File: config.mk
export PLATFORM = sky130hd
export DESIGN_NAME = result_tx_scheduler
export DESIGN_NICKNAME = d
export VERILOG_FILES = /design/src/rtl/result_tx_scheduler.sv
export SDC_FILE = /design/constraint.sdc
export NUM_CORES = 1
export LEC_CHECK = 0
export ABC_AREA = 1
export ABC_CLOCK_PERIOD_IN_PS = 2900
export CAP_MARGIN = 20
export CORE_AREA = 8 8 125 127
export DETAILED_ROUTE_END_ITERATION = 7
export DIE_AREA = 0 0 133 135
export PLACE_DENSITY_LB_ADDON = 0.25
export SYNTH_ARGS = -nofsm -noshare
export SYNTH_HDL_FRONTEND = slang
export SYNTH_SLANG_ARGS = --single-unit
File: constraint.sdc
create_clock -name clk -period 2.9 [get_ports clk]
set_input_delay 0.29 -clock clk [delete_from_list [all_inputs] [get_ports clk]]
set_output_delay 0.29 -clock clk [all_outputs]
set_load 0.05 [all_outputs]
File: src/rtl/result_tx_scheduler.sv
// result_tx_scheduler: round-robin arbiter that turns finished solver results into
// ASCII frames (<tag> <decimal digits> <LF>) on the shared SPI master transmit path.
module result_tx_scheduler #(
    parameter int unsigned REQ_COUNT    = 3,
    parameter int unsigned VALUE_WIDTH  = 32,
    parameter int unsigned DIGITS       = 10,
    parameter int unsigned SLAVE_COUNT  = 3,
    parameter int unsigned RESULT_SLAVE = 2
) (
    input  logic                             clk,
    input  logic                             reset,
    input  logic [REQ_COUNT*VALUE_WIDTH-1:0] req_value,
    input  logic [REQ_COUNT-1:0]             req_valid,
    output logic [REQ_COUNT-1:0]             req_ack,
    input  logic                             spi_ready,
    output logic [7:0]                       tx_byte,
    output logic                             tx_byte_valid,
    output logic [SLAVE_COUNT-1:0]           ss_in,
    output logic                             busy
);

    localparam int unsigned IDX_W = (REQ_COUNT > 1) ? $clog2(REQ_COUNT) : 1;
    localparam int unsigned CNT_W = $clog2(VALUE_WIDTH + 1);
    localparam int unsigned DIG_W = (DIGITS > 1) ? $clog2(DIGITS) : 1;
    localparam int unsigned BCD_W = 4 * DIGITS;

    typedef enum logic [2:0] {
        S_IDLE,
        S_GRANT,
        S_CONVERT,
        S_SEND,
        S_WAIT_LO,
        S_WAIT_HI
    } state_t;

    // Which part of the frame the next SEND emits.
    typedef enum logic [1:0] {
        PH_TAG,
        PH_DIG,
        PH_LF,
        PH_DONE
    } phase_t;

    state_t                   state_q, state_d;
    phase_t                   phase_q, phase_d;
    logic [IDX_W-1:0]         ptr_q, ptr_d;
    logic [IDX_W-1:0]         idx_q, idx_d;
    logic [VALUE_WIDTH-1:0]   val_q, val_d;
    logic [BCD_W-1:0]         bcd_q, bcd_d;
    logic [CNT_W-1:0]         cnt_q, cnt_d;
    logic [DIG_W-1:0]         dig_q, dig_d;
    logic [REQ_COUNT-1:0]     req_ack_q, req_ack_d;
    logic [7:0]               tx_byte_q, tx_byte_d;
    logic                     tx_valid_q, tx_valid_d;
    logic [SLAVE_COUNT-1:0]   ss_in_q, ss_in_d;
    logic                     busy_q, busy_d;

    logic                     grant_found;
    logic [IDX_W-1:0]         grant_idx;
    logic [IDX_W:0]           scan_pos;
    logic [BCD_W-1:0]         bcd_adj;
    logic [BCD_W-1:0]         bcd_step;
    logic [DIG_W-1:0]         msd;

    // Round-robin pick: first asserted request scanning upward from ptr with wrap.
    always_comb begin
        grant_found = 1'b0;
        grant_idx   = '0;
        scan_pos    = '0;
        for (int unsigned k = 0; k < REQ_COUNT; k++) begin
            scan_pos = {1'b0, ptr_q} + (IDX_W + 1)'(k);
            if (scan_pos >= (IDX_W + 1)'(REQ_COUNT)) begin
                scan_pos = scan_pos - (IDX_W + 1)'(REQ_COUNT);
            end
            if (!grant_found && req_valid[scan_pos[IDX_W-1:0]]) begin
                grant_found = 1'b1;
                grant_idx   = scan_pos[IDX_W-1:0];
            end
        end
    end

    // One double-dabble step, plus the most significant nonzero digit of its result.
    always_comb begin
        bcd_adj = bcd_q;
        for (int unsigned n = 0; n < DIGITS; n++) begin
            if (bcd_q[4*n +: 4] >= 4'd5) begin
                bcd_adj[4*n +: 4] = bcd_q[4*n +: 4] + 4'd3;
            end
        end
        // The top BCD bit can never be set given the digit budget, so it is shifted out.
        bcd_step = BCD_W'({bcd_adj, val_q[VALUE_WIDTH-1]});
        msd = '0;
        for (int unsigned n = 0; n < DIGITS; n++) begin
            if (bcd_step[4*n +: 4] != 4'h0) begin
                msd = DIG_W'(n);
            end
        end
    end

    // Frame sequencer: next-state and next-output computation.
    always_comb begin
        state_d    = state_q;
        phase_d    = phase_q;
        ptr_d      = ptr_q;
        idx_d      = idx_q;
        val_d      = val_q;
        bcd_d      = bcd_q;
        cnt_d      = cnt_q;
        dig_d      = dig_q;
        req_ack_d  = '0;
        tx_byte_d  = tx_byte_q;
        tx_valid_d = 1'b0;
        ss_in_d    = ss_in_q;
        busy_d     = busy_q;

        case (state_q)
            S_IDLE: begin
                if (grant_found) begin
                    state_d              = S_GRANT;
                    idx_d                = grant_idx;
                    val_d                = req_value[grant_idx*VALUE_WIDTH +: VALUE_WIDTH];
                    req_ack_d[grant_idx] = 1'b1;
                    busy_d               = 1'b1;
                    ss_in_d              = '0;
                    ss_in_d[RESULT_SLAVE] = 1'b1;
                    if (grant_idx == IDX_W'(REQ_COUNT - 1)) begin
                        ptr_d = '0;
                    end else begin
                        ptr_d = grant_idx + IDX_W'(1);
                    end
                end
            end
            S_GRANT: begin
                bcd_d   = '0;
                cnt_d   = '0;
                state_d = S_CONVERT;
            end
            S_CONVERT: begin
                bcd_d = bcd_step;
                val_d = val_q << 1;
                cnt_d = cnt_q + CNT_W'(1);
                if (cnt_q == CNT_W'(VALUE_WIDTH - 1)) begin
                    state_d = S_SEND;
                    phase_d = PH_TAG;
                    dig_d   = msd;
                end
            end
            S_SEND: begin
                if (spi_ready) begin
                    tx_valid_d = 1'b1;
                    state_d    = S_WAIT_LO;
                    case (phase_q)
                        PH_TAG: begin
                            tx_byte_d = 8'h41 + 8'(idx_q);
                            phase_d   = PH_DIG;
                        end
                        PH_DIG: begin
                            tx_byte_d = 8'h30 + {4'h0, bcd_q[dig_q*4 +: 4]};
                            if (dig_q == '0) begin
                                phase_d = PH_LF;
                            end else begin
                                dig_d = dig_q - DIG_W'(1);
                            end
                        end
                        PH_LF: begin
                            tx_byte_d = 8'h0A;
                            phase_d   = PH_DONE;
                        end
                        default: begin
                            tx_valid_d = 1'b0;
                            state_d    = S_IDLE;
                        end
                    endcase
                end
            end
            S_WAIT_LO: begin
                if (!spi_ready) begin
                    state_d = S_WAIT_HI;
                end
            end
            S_WAIT_HI: begin
                if (spi_ready) begin
                    if (phase_q == PH_DONE) begin
                        state_d = S_IDLE;
                        busy_d  = 1'b0;
                        ss_in_d = '0;
                    end else begin
                        state_d = S_SEND;
                    end
                end
            end
            default: begin
                state_d = S_IDLE;
            end
        endcase
    end

    // State and registered outputs; reset abandons any frame in flight.
    always_ff @(posedge clk or negedge reset) begin
        if (!reset) begin
            state_q    <= S_IDLE;
            phase_q    <= PH_TAG;
            ptr_q      <= '0;
            idx_q      <= '0;
            val_q      <= '0;
            bcd_q      <= '0;
            cnt_q      <= '0;
            dig_q      <= '0;
            req_ack_q  <= '0;
            tx_byte_q  <= '0;
            tx_valid_q <= 1'b0;
            ss_in_q    <= '0;
            busy_q     <= 1'b0;
        end else begin
            state_q    <= state_d;
            phase_q    <= phase_d;
            ptr_q      <= ptr_d;
            idx_q      <= idx_d;
            val_q      <= val_d;
            bcd_q      <= bcd_d;
            cnt_q      <= cnt_d;
            dig_q      <= dig_d;
            req_ack_q  <= req_ack_d;
            tx_byte_q  <= tx_byte_d;
            tx_valid_q <= tx_valid_d;
            ss_in_q    <= ss_in_d;
            busy_q     <= busy_d;
        end
    end

    assign req_ack       = req_ack_q;
    assign tx_byte       = tx_byte_q;
    assign tx_byte_valid = tx_valid_q;
    assign ss_in         = ss_in_q;
    assign busy          = busy_q;

endmodule

# Yosys cells after proc, flatten, opt, wreduce, memory -nomap -nowiden
# Index checks and enable logic that the tools add are counted.
[totals]
ff_bits = 107
inputBits = 102
out_inout_bits = 16
wordCells = 176
[classes]
n_addsub = 20
order_cmp = 18
n_eq_ne = 20
n_shift = 2
n_mux = 73
n_reduce_logical = 30
[ops]
columns = ["operator", "n"]
rows = [
  ["indexed part select 96 x 8 -> 32 bit", 1],
  ["two-way mux 4 bit", 21],
  ["case mux 40 bit (2 select lines)", 1],
  ["case mux 32 bit (2 select lines)", 1],
  [">= comparator 4 x 3 -> 1 bit, second input constant", 10],
  ["indexed part select 40 x 7 -> 4 bit", 1],
  ["adder 4 x 2 -> 4 bit, second input constant", 9],
  ["two-way mux 3 bit", 12],
  ["nonzero test 4 bit", 9],
  ["two-way mux 32 bit", 1],
  ["case mux 8 bit (3 select lines)", 1],
  ["two-way mux 2 bit", 11],
  ["case mux 3 bit (6 select lines)", 1],
  ["inequality test 2 bit, second input constant", 8],
  ["AND reduction 5 bit", 3],
  ["two-way mux 1 bit", 14],
  ["less-than comparator 2 x 3 -> 1 bit, second input constant", 4],
  ["case mux 6 bit (2 select lines)", 1],
  ["adder 7 x 2 -> 8 bit, first input constant", 1],
  ["case mux 4 bit (2 select lines)", 1],
  ["nonzero test 2 bit", 4],
  ["adder 6 x 4 -> 7 bit, first input constant", 1],
  ["adder 6 x 1 -> 6 bit, second input constant", 1],
  ["binary-select mux 1 bit (select 2 bit)", 3],
  ["32 further kinds", 43],
]

# Logic depth before layout (Yosys ltp)
# Gate-level depths: netlist of run 1.
[logic_depth]
ltp_word = 17
ltp_mapped = 19

# Least setup slack after synthesis of run 1
# Ideal clock, no wire load.
[synth_timing]
path_type = "register -> register"
from = "register dig_q[0]"
to = "register dig_q[1]"
setup_time_ps = 127
arrival_time_ps = 1898
slack_ps = 875
stages_incl_launch_ff = 13
n_path_buf = 2
path_cell_list = "dfrtp_1 > buf_2 > clkinv_1 > clkbuf_1 > ha_1 > inv_1 > nor2_1 > a21oi_1 > nand2_1 > a21oi_1 > o21ai_0 > nor2_1 > a21oi_1"
[synth_via]
elab_chain_cells = 5
elab_cells_between_ends = 8
[synth_lines]
columns = ["item", "line_no", "rtl"]
rows = [
  ["start, declared", "51", "logic [DIG_W-1:0] dig_q, dig_d;"],
  ["start signal, assigned", "222", "dig_q <= dig_d;"],
  ["subtractor 4 x 1 -> 4 bit", "162", "dig_d = dig_q - DIG_W'(1);"],
  ["two-way mux 4 bit", "159", "if (dig_q == '0) begin"],
  ["two-way mux 4 bit", "152", "case (phase_q)"],
  ["two-way mux 4 bit", "149", "if (spi_ready) begin"],
  ["case mux 4 bit (2 select lines)", "116", "case (state_q)"],
]
# Parallel ways exist; a longest one is shown, timed or not. The select of a mux whose other input is x is not followed.
# A chain may end at the register's enable or synchronous reset.

# Worst setup path after layout of run 1
[layout_timing]
from = "register ptr_q[0]"
to = "register val_q[27]"
[layout_via]
elab_chain_cells = 14
elab_cells_between_ends = 32
[layout_lines]
columns = ["item", "line_no", "rtl"]
rows = [
  ["start, declared", "46", "logic [IDX_W-1:0] ptr_q, ptr_d;"],
  ["start signal, assigned", "217", "ptr_q <= ptr_d;"],
  ["branches (longest 14 deep; another with adder 2 x 1 -> 3 bit)", "--", ""],
  ["end signal, assigned", "219", "val_q <= val_d;"],
  ["end, declared", "48", "logic [VALUE_WIDTH-1:0] val_q, val_d;"],
]
# Several ways; the timed one is not identified. The select of a mux whose other input is x is not followed.

==> flow_summary.ini, run 1 <==
[finish]
nNetsFinal = 1160
final_cell_mix = nand2_1, inv_1, clkdlybuf4s50_1
drive_gt1_share_pct = 4.26
layout_commonest_cell = nand2_1
seqCellArea_um2 = 2550
antenna_cells = 0
fillers = 1286
multiInputGateArea_um2 = 3320
layout-area-overhead-vs-synth_pct = 23.2

[floorplan]
coreArea_um2 = 13600
num_rows = 43
die_w_um = 133
die_h_um = 135
initial_core_util_pct = 49.2
ios = 118
dieArea_um2 = 18000

[critical_path]
critPathArrivalTime_ns = 2.64
crit_type = reg -> reg
cp_data_required_time_ns = 3.14
startpoint_type = flip-flop
critPathCaptureType = flip-flop
worst-path-max-fanout = 31

[synth]
syn_avg_cell_area_um2 = 7.20
synth_cells = 930
ys_seq_elements = 102
seq_area_frac_synth_pct = 38.1
ys_types = 41
synthesis.area_um2 = 6690
synth_warnings = 0

[hold_path]
hold_path.class = in -> async

[job]
cap_viol_max_count = 0

[clock_tree]
htreeDepth = 3
numCtsBuffers = 9
cts_tree = built
clk_path_buf_depth = 2
clock_latency_ns = 0.36
post-cts-setup-buffers = 0
path_clk_slew_ns = 0.07
clock_sinks = 102
cts-root-buf = clkbuf_16

[sta]
worst_hold_slack_ns = 0.484
tns_ns = 0
slew_headroom_pct = 60.1
fin_skew_ns = 0.00846
setup_viol = 0
rsz0062_at_grt = false
drv_slew = 0
finalHoldViolCount = 0
tightest_slew_ns = 0.598
max_freq_mhz = 415
min_period_ns = 2.41
post-route-period-util_pct = 83.0

[grt]
grt_pass1_vias = 6077
grt_pass1_wl_um = 27400
grt_max_degree = 66
grt_overflow_total = 0
grt_use_total_pct = 18.4
antenna_found_initial = 0

[routing]
drt-pass1-iter-count = 5
vias = 6217
wl_per_cell_um = 13.3
drt_iter0_markers = 419
ant_nets = 0
wl_um = 16100
drcViolationCount = 0
viasPerCell = 5.13

[place]
place.gp.congestion = 0.894
hpwl_um = 12000
io_buffers = 114

[power]
powerDensity_nw_per_um2 = 947
ir_drop_mv = 0.732
power.leakage_nw = 3.92

[status]
status = complete, no violations
state kept, by name, indices dropped and copies added (netlist names):
name and count:
req_ack 3, ss_in 1, tx_byte_valid 1, ptr_q 2, tx_byte 6, phase_q 2, idx_q 2, state_q 3
cnt_q 6, bcd_q 40, dig_q 4, val_q 32
power breakdown:
part / switching [mW] / internal (mW)
clock: 0.558 / 0.601
sequential: 0.290 / 1.86
combinational: 2.89 / 1.61
total: 3.74 / 4.07
cell type report:
| cell class | instances | area share (%) |
|---|---|---|
| timing repair buffer | 127 | 15.3 |
| multi-input combinational | 627 | 40.3 |
| tap | 180 | 2.73 |
| clock inverter | 6 | 0.455 |
| sequential | 102 | 31.0 |
| inverter | 161 | 7.34 |
| clock buffer | 10 | 2.90 |
cells by family (layout without fill, tap and decap cells):
logic type	Yosys count	count (layout)	share of synthesized area, %
AOI/OAI and AO/OA	250	250	21.8
DFF	102	102	38.1
other	1	3	0.0560
adders and majority gates	30	30	5.61
and+or+nand+nor	331	331	20.3
xor gates and xnor gates	12	12	1.57
muxes	1	1	0.168
buffers and inverters	203	304	12.4
synthesized netlist by cell type, drive strengths merged:
master	instances	area share (%)
a41oi	1	0.13
o2111ai	1	0.13
conb	1	0.056
nand3	34	2.5
clkbuf	17	0.95
nor2	39	2.2
nand3b	1	0.30
buf	25	2.4
o41ai	1	0.13
ha	30	5.6
o211ai	32	3.6
clkinv	3	0.19
nor3	8	0.67
dfrtp	102	38
a22oi	2	0.22
nand4	8	0.75
o31ai	3	0.34
inv	158	8.9
a21oi	64	4.9
xor2	12	1.6
and2	2	0.19
o32ai	1	0.13
mux2	1	0.17
o22ai	61	5.7
a31oi	2	0.19
o21ai	78	5.8
nor4	1	0.094
a22o	1	0.13
a21boi	3	0.34
nor2b	1	0.13
nand2	237	13
through the flow:
stage | utilization, % | cells | setup WS, ns | power, mW | cell area, um2
floorplan | - | 932 | 0.875 | 5.66 | 6700
global placement | 58.5 | 1196 | 0.583 | 6.59 | 7960
detailed placement | 58.5 | 1196 | 0.495 | 6.68 | 7960
CTS | 60.6 | 1213 | 0.469 | 7.86 | 8250
global route | 60.6 | 1213 | 0.243 | 8.54 | 8250
finish | 60.6 | 1213 | 0.493 | 7.81 | 8250
critical path, cell delays in order, from the launching register on:
cell	delay, ns
dfrtp_1	0.35
inv_1	0.06
ha_1	0.36
inv_1	0.10
a21oi_1	0.07
a21oi_2	0.22
nand2_1	0.10
nor2_2	0.13
nand2_1	0.10
nand2_4	0.08
clkinv_2	0.33
nand2_1	0.17
nand2_1	0.07
inv_1	0.06
a21oi_1	0.07
per-layer routing:
metal / vias up / wire length [um] / GRT usage [%] / part of all wire [%]
li1: 3248 / - / - / -
met1: 2786 / 7210 / 21.9 / 45
met2: 164 / 7470 / 30.4 / 46
met3: 19 / 1170 / 5.79 / 7.3
met4: 0 / 267 / 6.75 / 1.7
met5: - / 0 / 0 / 0
repair_timing:
action / in CTS / in global routing
hold buffers: 1 / 0
resized for setup: 0 / 0
hold endpoints to repair: 44 / 0
path summary, 6_finish.rpt:
path / from / endpoint / slack, ns / depth (start not counted)
worst max-delay path: ptr_q[0] / val_q[27] / 0.49 / 14
worst min-delay path: reset / bcd_q[8] / 0.48 / 2
worst max register to register: ptr_q[0] / val_q[27] / 0.49 / 14
worst min register to register: tx_byte[3] / tx_byte[3] / 0.49 / 2
max in group asynchronous: reset / bcd_q[36] / 1.70 / 3
min in group clk: tx_byte[3] / tx_byte[3] / 0.49 / 2
No activity file was read; power rests on OpenSTA's default activity.
==> inputs of run 2 (changes only) <==
- ABC_CLOCK_PERIOD_IN_PS: 2900 -> 2500
- clock period: 2.9 -> 2.5 ns (I/O delays scaled with it)
==> flow_summary.ini, run 2 (synthesis results as in run 1) <==
[clock_tree]
cts_tree = built
clock_latency_ns = 0.35
clock_sinks = 102
path_clk_slew_ns = 0.07
htreeDepth = 3
numCtsBuffers = 9
clk_path_buf_depth = 2
cts-root-buf = clkbuf_16

[floorplan]
num_rows = 43
die_h_um = 135
die_w_um = 133
initial_core_util_pct = 49.2
dieArea_um2 = 18000
coreArea_um2 = 13600
ios = 118

[sta]
drv_slew = 0
post-route-period-util_pct = 90.4
min_period_ns = 2.26
slew_headroom_pct = 62.4
tns_ns = 0
finalHoldViolCount = 0
rsz0062_at_grt = false
fin_skew_ns = 0.00442
setup_viol = 0
max_freq_mhz = 442
tightest_slew_ns = 0.562

[finish]
nNetsFinal = 1163
drive_gt1_share_pct = 4.16
antenna_cells = 0
largest_registers = bcd_q x40, val_q x32
layout_commonest_cell = nand2_1
postLayoutCoreUtil_pct = 61.0
layout-area-overhead-vs-synth_pct = 24.1
layout.cells.non_filler = 1214
top_register = bcd_q
largest_register_ff_count = 40
final_cell_mix = nand2_1, inv_1, clkdlybuf4s50_1
stdcell_area_um2 = 8310

[critical_path]
reg2regPathDepth = 12
cp_data_required_time_ns = 2.77
critPathCaptureType = flip-flop
r2r_setup_slack_ns = 0.24
startpoint_type = flip-flop
rr_endpoint = val_q[2]
worst-path-max-fanout = 17
crit_type = reg -> reg
critPathArrivalTime_ns = 2.53
reg2reg_from = ptr_q[0]

[hold_path]
hold_path.class = in -> async

[place]
placed_cell_area_um2 = 8000
placed_cells = 1199
hpwl_um = 12400
io_buffers = 114
place.gp.congestion = 0.887

[routing]
viasPerCell = 5.19
vias = 6298
drcViolationCount = 0
drt_iter0_markers = 343
wl_um = 16600
wl_per_cell_um = 13.6
drt-pass1-iter-count = 7
ant_nets = 0

[power]
powerDensity_nw_per_um2 = 1120
ir_drop_mv = 0.903
power.leakage_nw = 3.95

[status]
status = complete, no violations

[grt]
use_met3_pct = 5.31
grt_use_total_pct = 18.7
grt_overflow_total = 0
grt_pass1_wl_um = 27900
antenna_found_initial = 0
grt_most_used_layer = met2
grt_pass1_vias = 6112
grt_max_degree = 49
grtUsageMet1_pct = 22.0
use_met2_pct = 32.1

[job]
cap_viol_max_count = 0
==> run 2: worst max path at each step <==
| stage | from | end | slack, ns | cells after the start |
|---|---|---|---|---|
| finish | ptr_q[0] | val_q[2] | 0.24 | 12 |
| global route | ptr_q[0] | val_q[18] | 0.003 | 12 |
| CTS | ptr_q[0] | val_q[22] | 0.02 | 14 |
| detailed placement | ptr_q[0] | val_q[22] | 0.04 | 14 |
| global placement | ptr_q[0] | val_q[5] | 0.14 | 14 |
| floorplan | dig_q[0] | dig_q[1] | 0.47 | 12 |
==> run 2: what timing repair did <==
action | in CTS | in global routing
resized for setup | 0 | 4
endpoints found under the setup margin | 0 | 31
hold buffers | 1 | 0
hold endpoints to repair | 32 | 0
setup buffers | 0 | 0
==> run 2: area by class of cell <==
type                       count  area, um2
fill                        1225       5310
multi-input combinational    627       3320
sequential                   102       2550
timing repair buffer         130       1300
inverter                     161        612
clock buffer                  13        260
tap                          180        225
clock inverter                 1       30.0
==> run 2: metrics by stage <==
step	total power, mW	setup slack (ns)	hold WS (ns)
final	9.28	0.239	0.398
after global routing	10.1	0.00333	0.449
after CTS	9.28	0.0229	0.416
after detailed placement	7.83	0.0367	0.246
after global placement	7.73	0.145	0.244
after floorplan	6.56	0.475	-0.0456
==> run 2: worst max-delay path: stages (launching register included) <==
cell	delay (ns)
dfrtp_1	0.34
inv_1	0.06
ha_1	0.37
inv_1	0.10
a21oi_1	0.08
a21oi_2	0.22
nand2_1	0.09
nor2_2	0.13
nand2_1	0.11
nand2_4	0.17
buf_4	0.24
o211ai_1	0.14
a21oi_1	0.15
==> run 2: metal layers <==
metal  wire length [um]  vias up
met3               1110       20
met2               7830      177
met1               7370     2842
met4                260        0
li1                   -     3259
met5                  0        -
==> run 2: report_power, final <==
| part | internal [mW] | leakage (nW) | switching (mW) |
|---|---|---|---|
| combinational | 1.96 | 2.51 | 3.39 |
| clock | 0.822 | 0.142 | 0.605 |
| sequential | 2.16 | 1.30 | 0.336 |
| total | 4.95 | 3.95 | 4.33 |
==> inputs of run 3 (changes only) <==
- SETUP_SLACK_MARGIN: not set -> 0.4
==> flow_summary.ini, run 3 (synthesis results as in run 1) <==
[critical_path]
critPathCaptureType = flip-flop
r2r_setup_slack_ns = 0.23
worst-path-max-fanout = 11
critPathArrivalTime_ns = 2.50
startpoint_type = flip-flop
cp_data_required_time_ns = 2.73
crit_type = reg -> reg

[grt]
grt_pass1_wl_um = 28700
antenna_found_initial = 0
grt_max_degree = 49
grt_pass1_vias = 6183
grt_overflow_total = 0
grt_use_total_pct = 19.2

[clock_tree]
htreeDepth = 3
clock_sinks = 102
cts-root-buf = clkbuf_16
cts_tree = built
clk_path_buf_depth = 2
path_clk_slew_ns = 0.07
clock_latency_ns = 0.35
numCtsBuffers = 9

[power]
powerDensity_nw_per_um2 = 1230
pwr-share-seq_pct = 23.0
p_int_mw = 5.81
power.leakage_nw = 4.24
p_comb_share_pct = 63.9
p_sw_share_pct = 47.1
power.share.clock_pct = 13.1
total_power_mw = 11.0
p_sw_mw = 5.17
ir_drop_mv = 1.03

[sta]
drv_slew = 0
tns_ns = 0
worst_hold_slack_ns = 0.402
tightest_slew_ns = 0.704
rsz0062_at_grt = true
max_freq_mhz = 441
finalHoldViolCount = 0
slew_headroom_pct = 52.7
min_period_ns = 2.27
fin_skew_ns = 0.00406
post-route-period-util_pct = 90.6
fin_ws_ns = 0.234
setup_viol = 0

[routing]
ant_nets = 0
wl_per_cell_um = 15.1
drt-met1-wl_um = 7860
viasPerCell = 5.35
route.met3.wl_um = 1200
highest_layer = met4
vias = 6650
drt-pass1-iter-count = 6
wl_um = 18800
drcViolationCount = 0
drt_iter0_markers = 436
wl_met2_um = 9350

[status]
status = complete, no violations

[finish]
fillers = 1119
largest_registers = bcd_q x40, val_q x32
nNetsFinal = 1193
layout_commonest_cell = nand2_1
postLayoutCoreUtil_pct = 65.8
top_register = bcd_q
antenna_cells = 0
layout-area-overhead-vs-synth_pct = 33.9
final_cell_mix = nand2_1, inv_1, clkdlybuf4s50_1
largest_register_ff_count = 40
layout.cells.non_filler = 1244
stdcell_area_um2 = 8960
drive_gt1_share_pct = 11.9

[hold_path]
hold_path.class = in -> async

[floorplan]
num_rows = 43
dieArea_um2 = 18000
coreArea_um2 = 13600
die_w_um = 133
die_h_um = 135
ios = 118
initial_core_util_pct = 49.2

[place]
hpwl_um = 12400
pre_cts_ws_ns = 0.0367
placed_cells = 1199
placed_cell_area_um2 = 8000
place.gp.congestion = 0.887
io_buffers = 114

[job]
cap_viol_max_count = 0
[run 3: path summary, 6_finish.rpt]
path / from / to / depth (start not counted)
min reg2reg: tx_byte[6] / tx_byte[6] / 2
min in group clk: tx_byte[6] / tx_byte[6] / 2
max: ptr_q[0] / val_q[14] / 11
max reg2reg: ptr_q[0] / val_q[14] / 11
max in group asynchronous: reset / val_q[0] / 3
min: reset / bcd_q[23] / 2
[run 3: cell type report]
cell class / count / area [um2] / area share (%)
clock buffers: 13 / 260 / 2.91
clock inverters: 1 / 30.0 / 0.335
inverters: 161 / 624 / 6.97
multi-input cells: 629 / 3610 / 40.3
flip-flops and latches: 102 / 2550 / 28.5
well taps: 180 / 225 / 2.51
repair buffers: 155 / 1610 / 18.0
repair inverters: 3 / 41.3 / 0.461
[run 3: power by group through the flow]
stage          Sequential [mW]  Clock [mW]  Combinational, mW
2_1_floorplan             2.62           0               3.94
3_3_place_gp              2.51           0               5.22
3_5_place_dp              2.52           0               5.31
4_1_cts                   2.50        1.45               5.75
5_1_grt                   2.57        1.51               7.69
6_report                  2.52        1.44               7.01
[run 3: critical path, cell delays in order (launching register included)]
cell	delay [ns]
dfrtp_1	0.42
inv_2	0.08
ha_4	0.31
nand2_2	0.08
a21oi_4	0.20
buf_6	0.13
nor2b_4	0.04
a21oi_4	0.24
nand2_2	0.17
clkbuf_16	0.21
o211ai_1	0.19
a21oi_1	0.09
[run 3: timing repair]
item,4_1_cts,5_1_grt
endpoints found under the setup margin,36,50
pin swaps,3,19
cloned,1,9
setup buffers,3,17
gates resized for setup,20,78
hold buffers,1,0
hold endpoints to repair,32,0
[run 3: per-layer routing]
metal,vias to the layer above,track usage [%]
met5,-,0
met4,0,5.93
met3,38,5.05
met2,219,33.3
met1,3070,22.7
li1,3323,-
